### config.mk
export PLATFORM = sky130hd
export DESIGN_NAME = synapse_accumulator_flat
export DESIGN_NICKNAME = d
export VERILOG_FILES = /design/src/rtl/neuron_pkg.sv /design/src/rtl/synapse_accumulator_if.sv /design/src/rtl/weight_bank.sv /design/src/rtl/synapse_accumulator.sv /design/src/flat_wrapper.sv
export SDC_FILE = /design/constraint.sdc
export NUM_CORES = 1
export LEC_CHECK = 0
export ABC_AREA = 1
export CAP_MARGIN = 20
export CORE_MARGIN = 2
export CORE_UTILIZATION = 54
export DETAILED_ROUTE_END_ITERATION = 8
export PLACE_DENSITY = 0.85
export SLEW_MARGIN = 40
export SYNTH_ARGS = -nofsm -noshare
export SYNTH_HDL_FRONTEND = slang
export SYNTH_SLANG_ARGS = --single-unit
### constraint.sdc
create_clock -name clk -period 7.4 [get_ports clk]
set_clock_uncertainty 0.2 [all_clocks]
set_input_delay 1.48 -clock clk [delete_from_list [all_inputs] [get_ports clk]]
set_output_delay 1.48 -clock clk [all_outputs]
set_load 0.01 [all_outputs]
### src/rtl/neuron_pkg.sv
// Shared types and arithmetic helpers for the spiking neuron datapath.
package neuron_pkg;

  typedef enum logic [1:0] {IDLE, ACCUM, DONE} syn_state_t;

  // Accumulator width that can hold n signed d-bit terms without overflow.
  function automatic int acc_bits_for(input int n, input int d);
    return d + $clog2(n) + 1;
  endfunction

  // Generic signed clamp to the range of a bits-wide two's complement value.
  function automatic logic signed [63:0] sat_to_bits(input logic signed [63:0] value,
                                                     input int bits);
    logic signed [63:0] hi;
    logic signed [63:0] lo;
    hi = (64'sd1 <<< (bits - 1)) - 64'sd1;
    lo = -(64'sd1 <<< (bits - 1));
    if (value > hi) return hi;
    if (value < lo) return lo;
    return value;
  endfunction

endpackage

### src/rtl/synapse_accumulator_if.sv
// Spike-vector input, weight-write port and weighted-sum output of the synapse stage.
interface synapse_accumulator_if #(
  parameter int n_inputs  = 4,
  parameter int data_bits = 4
);
  localparam int AW = $clog2(n_inputs);

  logic [n_inputs-1:0]         spikes_in;
  logic                        spikes_valid;
  logic                        spikes_ready;
  logic                        w_we;
  logic [AW-1:0]               w_addr;
  logic signed [data_bits-1:0] w_data;
  logic signed [data_bits-1:0] sum_out;
  logic                        sum_valid;
  logic                        sum_ready;

  modport master (
    output spikes_in, spikes_valid, w_we, w_addr, w_data, sum_ready,
    input  spikes_ready, sum_out, sum_valid
  );

  modport slave (
    input  spikes_in, spikes_valid, w_we, w_addr, w_data, sum_ready,
    output spikes_ready, sum_out, sum_valid
  );
endinterface

### src/rtl/weight_bank.sv
// Synaptic weight register file: synchronous write, combinational read, reset to zero.
module weight_bank #(
  parameter int n_inputs  = 4,
  parameter int data_bits = 4,
  parameter int AW        = $clog2(n_inputs)
) (
  input  logic                        clk,
  input  logic                        rst,
  input  logic                        we,
  input  logic [AW-1:0]               waddr,
  input  logic signed [data_bits-1:0] wdata,
  input  logic [AW-1:0]               raddr,
  output logic signed [data_bits-1:0] rdata
);

  logic signed [data_bits-1:0] mem [n_inputs];

  // Addresses beyond the last synapse exist only when n_inputs is not a power of two.
  always_ff @(posedge clk) begin
    if (rst) begin
      for (int i = 0; i < n_inputs; i++) mem[i] <= '0;
    end else if (we && ({1'b0, waddr} < (AW + 1)'(n_inputs))) begin
      mem[waddr] <= wdata;
    end
  end

  assign rdata = mem[raddr];

endmodule

### src/rtl/synapse_accumulator.sv
// Serial weighted sum of a spike vector, one synapse per clock, saturated to data_bits.
module synapse_accumulator
  import neuron_pkg::*;
#(
  parameter int n_inputs  = 4,
  parameter int data_bits = 4
) (
  input  logic                  clk,
  input  logic                  rst,
  synapse_accumulator_if.slave  bus
);

  localparam int AW    = $clog2(n_inputs);
  localparam int ACC_W = acc_bits_for(n_inputs, data_bits);

  syn_state_t                  state;
  logic [AW-1:0]               idx;
  logic [n_inputs-1:0]         spk;
  logic signed [ACC_W-1:0]     acc;
  logic signed [data_bits-1:0] sum_reg;
  logic                        sum_vld;

  logic signed [data_bits-1:0] w_rd;
  logic signed [ACC_W-1:0]     term;
  logic signed [ACC_W-1:0]     next_acc;
  logic                        last;

  weight_bank #(
    .n_inputs  (n_inputs),
    .data_bits (data_bits),
    .AW        (AW)
  ) u_weights (
    .clk   (clk),
    .rst   (rst),
    .we    (bus.w_we),
    .waddr (bus.w_addr),
    .wdata (bus.w_data),
    .raddr (idx),
    .rdata (w_rd)
  );

  assign term     = spk[idx] ? ACC_W'(w_rd) : '0;
  assign next_acc = acc + term;
  assign last     = (idx == AW'(n_inputs - 1));

  assign bus.spikes_ready = (state == IDLE) && !rst;
  assign bus.sum_out      = sum_reg;
  assign bus.sum_valid    = sum_vld;

  always_ff @(posedge clk) begin
    if (rst) begin
      state   <= IDLE;
      idx     <= '0;
      spk     <= '0;
      acc     <= '0;
      sum_reg <= '0;
      sum_vld <= 1'b0;
    end else begin
      case (state)
        IDLE: begin
          if (bus.spikes_valid) begin
            spk   <= bus.spikes_in;
            acc   <= '0;
            idx   <= '0;
            state <= ACCUM;
          end
        end
        ACCUM: begin
          acc <= next_acc;
          // The final term is folded straight into the output so the result lands this edge.
          if (last) begin
            sum_reg <= data_bits'(sat_to_bits(64'(next_acc), data_bits));
            sum_vld <= 1'b1;
            state   <= DONE;
          end else begin
            idx <= idx + 1'b1;
          end
        end
        DONE: begin
          if (bus.sum_ready) begin
            sum_vld <= 1'b0;
            state   <= IDLE;
          end
        end
        default: state <= IDLE;
      endcase
    end
  end

endmodule

### src/flat_wrapper.sv
// flat-port wrapper written by rule: the top's interface ports become plain ports
module synapse_accumulator_flat import neuron_pkg::*;
#(
  parameter int n_inputs  = 4,
  parameter int data_bits = 4
)
  (clk, rst, bus_spikes_in, bus_spikes_valid, bus_w_we, bus_w_addr, bus_w_data, bus_sum_ready, bus_spikes_ready, bus_sum_out, bus_sum_valid);
  synapse_accumulator_if #(.n_inputs(n_inputs), .data_bits(data_bits)) bus_i ();
  input  logic clk;
  input  logic rst;
  input wire logic [$bits(bus_i.spikes_in)-1:0] bus_spikes_in;
  input wire logic [$bits(bus_i.spikes_valid)-1:0] bus_spikes_valid;
  input wire logic [$bits(bus_i.w_we)-1:0] bus_w_we;
  input wire logic [$bits(bus_i.w_addr)-1:0] bus_w_addr;
  input wire logic [$bits(bus_i.w_data)-1:0] bus_w_data;
  input wire logic [$bits(bus_i.sum_ready)-1:0] bus_sum_ready;
  output wire logic [$bits(bus_i.spikes_ready)-1:0] bus_spikes_ready;
  output wire logic [$bits(bus_i.sum_out)-1:0] bus_sum_out;
  output wire logic [$bits(bus_i.sum_valid)-1:0] bus_sum_valid;
  assign bus_i.spikes_in = bus_spikes_in;
  assign bus_i.spikes_valid = bus_spikes_valid;
  assign bus_i.w_we = bus_w_we;
  assign bus_i.w_addr = bus_w_addr;
  assign bus_i.w_data = bus_w_data;
  assign bus_i.sum_ready = bus_sum_ready;
  assign bus_spikes_ready = bus_i.spikes_ready;
  assign bus_sum_out = bus_i.sum_out;
  assign bus_sum_valid = bus_i.sum_valid;
  synapse_accumulator #(.n_inputs(n_inputs), .data_bits(data_bits)) u_core (.clk(clk), .rst(rst), .bus(bus_i));
endmodule
Word level (Yosys, flattened, before mapping):

Memories as Yosys holds them, arrays and structs flattened. A register that Yosys moved wholly into a read port is not among the register bits.
Cells that the tools add are included.

* $lt $le $gt $ge: 3
* reductions and logical operators: 12
* equal/unequal tests: 7
* add/sub/neg operators: 2
* mux-type cells: 38

Operators by type and width (count)
* $mux W4: 5
* $mux W1: 18
* $mux W2: 8
* $mux W7: 2
* $pmux W7 S2: 1
* $reduce_and A3 Y1: 3
* $add A7 B7 Y7: 1
* $gt A7 B4 Y1 const B: 1
* $lt A7 B4 Y1 const B: 1
* $ne A2 B2 Y1 const B: 3
* $pmux W2 S3: 1
* $reduce_and A2 Y1: 3
* $eq A2 B2 Y1 const B: 2
* $pmux W2 S2: 1
* $reduce_bool A2 Y1: 2
* $reduce_or A4 Y1: 1
* $lt A2 B3 Y1 const B: 1
* $add A2 B1 Y2 const B: 1
* $bmux W1 S2: 1
* $eq A2 B1 Y1 const B: 1
* $logic_not A2 Y1: 1
* $ne A2 B1 Y1 const B: 1
* $pmux W1 S2: 1
* $logic_and A1 B1 Y1: 1
* $logic_not A1 Y1: 1

* memories kept: 1
* output and inout bits: 6
* memory bits (writable): 16
* bits in registers: 20

Memories
* u_core.u_weights.mem: depth 4, bits a word 4, rd ports 1, clocked after memory_dff 1, write ports 4, line weight_bank.sv:16 `logic signed [data_bits-1:0] mem [n_inputs];`

Longest topological paths before layout:

* word-level depth: 15
* depth in mapped cells: 19
* mapped depth without buffers: 19

Hierarchy:

From an unflattened synthesis, not the netlist that was laid out.

* cell total of the unflattened synthesis: 263
* area, all modules: 1985.7 µm²

By module, submodules not included
* synapse_accumulator: cells each 166, times used 1, sequential area each 400.4 µm², area each 1164.9 µm²
* weight_bank: cells each 97, times used 1, sequential area each 480.5 µm², area each 820.8 µm²

Least setup slack after synthesis:

OpenSTA, ideal clock, no wires.

* path kind: input port to output port
* from: in rst
* to: out bus_spikes_ready
* data arrival time: 1882 ps
* stages: 2
* path slack: 3838 ps
* required time: 5720 ps
* cells stage by stage: clkbuf_8 > nor3_1

* word-level cells in the longest chain between the ends: 2

RTL lines
* start: declaration: line flat_wrapper.sv:10 `input logic rst;`
* $logic_not A1 Y1: line synapse_accumulator.sv:46 `assign bus.spikes_ready = (state == IDLE) && !rst;`
* $logic_and A1 B1 Y1: line synapse_accumulator.sv:46
* end: declaration: line flat_wrapper.sv:17 `output wire logic [$bits(bus_i.spikes_ready)-1:0] bus_spikes_ready;`

No other way between the ends.

Worst setup path in the final report:

Ends and elaborated chain as after synthesis.

==> results.txt <==
The number of setup buffers added after CTS came out at 0. The startpoint kind of the worst setup timing path is an input pin. The number of clock sinks came out at 38. The number of cells upsized or downsized after cts came out at 0. At the worst endpoint, the required time is 5.72 ns. The number of buffers added by the clock tree synthesis step is 5. The final number of max-transition violations came out at 0. The vertical extent of the die came out at ~65 microns. The share of synthesized registers carrying an async set or reset came out at 0. The critical path starts at rst. The number of storage elements in the synthesis netlist came out at 38. The number of synthesized flops with an enable pin came out at 16. The most frequently used flop master after synthesis is dfxtp_1. The sum of routed wire length over all layers is between 3000 and 4000 microns.

The quantity of hold-fixing buffers added after cts came out at 0. The final routed DRC violation total came out at 0. The hold violation total from the final report is 0. The count of final setup violators came out at 0. The via count of the first global-routing pass is about 1500.

The synthesis warning total is 0. The H-tree depth came out at 2. The endpoint of the worst setup timing path is bus_spikes_ready.

The simple-gate share of the synthesized area came out at 0.282. The layout net count came out at 301. After technology mapping, the gate count stands at 254.

In this run the cell area of the synthesized design comes to about 2000 sq um. The worst slew slack as a fraction of its limit came out at 0.527. Clock-pin slew was measured on the worst setup and hold paths at approximately 0.07 ns. In the final routed layout, each cell accounts on average for between 10 and 15 microns. The maximum number of buffers from clock root to sink is 2. The max-cap violation count is 0. The busiest layer in global routing is met2. The post-detailed-route count of antenna-violating nets came out at 0. The type of the worst min-delay path is reg2reg. STA classifies the critical path endpoint as a primary output. The met2 track demand over resource in global routing came out at 0.348. The number of cells in the design after placement came out at 319.

For this run, the total global-route usage over all layers was measured as 0.198. The first global-routing pass estimated between 6000 and 7000 microns of wire. The power density over the cells is around 200 nW/um^2. The number of antenna violations at the first check in global routing is 0. For this configuration, the core starts out at a cell density of 0.560. The source-to-sink clock delay at the later pin of the worst-skew pair came out at 0.29 ns. The worst reg-to-reg path cell count is 16. The compound-cell area share of the yosys netlist is 0.105. Entering global routing, the biggest net connects 18 pins. The die is about 65 microns wide.

The final period utilization is 0.651. The adder-cell area share of the yosys netlist is 0.0529. The area of the die is ~4300 sq um. The number of cells in the finished layout apart from fillers is around 330. The number of antenna diodes came out at 0. At the pin with the least slew margin, the transition time is 0.707 ns.

The post-synthesis net count is between 200 and 300. The routed layout has between 1500 and 2000 vias. Measured against the total synthesized area, the mux share comes to 0.

The average size of a mapped cell came out at 8.00 sq um. The largest fanout on the critical path came out at 17. The worst-case setup margin in the final layout came out at between 2 and 3 ns.

The area growth from synthesis to layout is 15.1%. The number of I/O port buffers is 20. In the layout the commonest cells are nand2_1 (60), inv_1 (36), nor2_1 (28), dfxtp_1 (22), clkdlybuf4s50_1 (20). TritonCTS built the clock tree. The global-route congestion overflow total came out at 0.

The weighted congestion reported at the end of routability-driven placement is 0.901. Before CTS, the worst setup slack after placement is roughly 2.6 ns. The cell sitting at the root of the clock tree is a clkbuf_8.

The number of cell rows came out at 22. Counting the fill cells in the layout gives 308. Leaving out fill and tap cells, the most frequent cell in the layout is nand2_1.

The core box area came out at around 3600 sq um. The static leakage power came out at between 0.001 and 0.0015 uW. The global-route met1 utilization is 0.243. By area, the combinational part of the netlist is dominated by simple AND/OR/NAND/NOR gates. In the final layout, the share of cells above drive strength 1 is 0.122. The flow ran to the end, and the final reports show no timing, DRC or antenna violations. At the worst endpoint, the arrival time is between 3 and 4 ns. Power comes to about 460 uW. Setup repair after global routing left no endpoint under its margin. The final sum of negative setup slack came out at 0 ns. After the first detailed-routing iteration, the DRC count stood at between 50 and 60.

The xor and xnor fraction of the mapped netlist area is 0.00431. The minimum clock period is about 4.8 ns. The critical path in this run is classified as in2out. The post-detailed-route via-to-cell ratio is 4.92. The worst-case register-to-register setup slack came out at between 4 and 5 ns. The peak clock frequency supported by timing is between 0.2 and 0.25 GHz.

Counting distinct cell types in the post-synthesis netlist gives 30. The portion of the post-synthesis area used by sequential elements came out at 0.453. VDD sags by at most 122 uV. Pin placement for this block handled 21 I/O pins. The worst register-to-register path ends at u_core.bus.sum_out[2]$_SDFFE_PP0P_.

The HPWL after detailed placement is about 2900 microns. The first-pass detailed-route iteration total came out at 4. The met3 capacity usage during global routing is 0.0360.
-- state kept, by name, indices dropped and copies added (netlist names), named ones only --
| register | count |
|---|---|
| u_core.acc | 7 |
| u_core.bus.sum_out | 4 |
| u_core.bus.sum_valid | 1 |
| u_core.spk | 4 |
| u_core.u_weights.mem | 16 |
| u_core.state | 2 |
| u_core.idx | 2 |
-- power breakdown --
part	leakage [uW]	total, uW	switching, uW	internal (uW)
logic	0.000663	85.0	52.7	32.4
clock network	0.0000416	139	74.0	64.5
registers	0.000335	238	7.12	231
-- metrics by stage --
| stage | utilization | hold slack (ns) | instance area [sq um] |
|---|---|---|---|
| 5_1_grt | 0.644 | 0.275 | 2340 |
| 3_3_place_gp | 0.621 | 0.243 | 2250 |
| 3_5_place_dp | 0.621 | 0.247 | 2250 |
| 6_report | 0.644 | 0.255 | 2340 |
| 4_1_cts | 0.644 | 0.257 | 2340 |
| 2_1_floorplan | - | 0.229 | 2030 |
-- critical path, cell delays in order --
cell and delay [ns]:
clkdlybuf4s50_1 0.77, nor3_1 0.30, clkdlybuf4s50_1 0.59
-- routing by layer --
metal  part of all wire  wire length, microns
met1               0.46                  1740
met5                  0                     0
met2               0.50                  1880
met4              0.015                    55
met3              0.026                    97
-- worst min path at each step --
stage,end,from,cells after the start
2_1_floorplan,u_core.spk[1]$_SDFFE_PP0P_,u_core.spk[1]$_SDFFE_PP0P_,2
5_1_grt,u_core.spk[1]$_SDFFE_PP0P_,u_core.spk[1]$_SDFFE_PP0P_,2
4_1_cts,u_core.spk[0]$_SDFFE_PP0P_,u_core.spk[0]$_SDFFE_PP0P_,2
3_5_place_dp,u_core.spk[1]$_SDFFE_PP0P_,u_core.spk[1]$_SDFFE_PP0P_,2
3_3_place_gp,u_core.spk[1]$_SDFFE_PP0P_,u_core.spk[1]$_SDFFE_PP0P_,2
6_report,u_core.spk[0]$_SDFFE_PP0P_,u_core.spk[0]$_SDFFE_PP0P_,2
-- area by class of cell --
cell class / count / area, sq um / area share
Sequential cell: 38 / 921 / 0.394
Multi-Input combinational cell: 169 / 903 / 0.386
Timing Repair Buffer: 20 / 200 / 0.0856
Inverter: 44 / 170 / 0.0727
Clock buffer: 5 / 68.8 / 0.0294
Tap cell: 48 / 60.1 / 0.0257
Clock inverter: 3 / 16.3 / 0.00695
-- logic make-up after synthesis --
| group | after synthesis |
|---|---|
| adders and majority gates | 8 |
| buffers and inverters | 47 |
| and+or+nand+nor | 122 |
| AOI/OAI and AO/OA | 38 |
| DFF | 38 |
| xor gates and xnor gates | 1 |
-- Yosys cell counts (3+ instances only) --
| library cell | instances | area, sq um |
|---|---|---|
| a21oi_2 | 4 | 35.0 |
| dfxtp_1 | 22 | 440 |
| nand3_2 | 6 | 60.1 |
| nand3b_1 | 3 | 22.5 |
| nand3_1 | 8 | 40.0 |
| a21oi_1 | 17 | 85.1 |
| nand2_2 | 5 | 31.3 |
| edfxtp_1 | 16 | 480 |
| o21ai_0 | 12 | 60.1 |
| inv_1 | 36 | 135 |
| inv_2 | 6 | 22.5 |
| nand2_1 | 60 | 225 |
| nor3_1 | 5 | 25.0 |
| ha_1 | 7 | 87.6 |
| nor2_1 | 28 | 105 |
| o22ai_1 | 3 | 18.8 |
(Power assumes the default switching activity.)
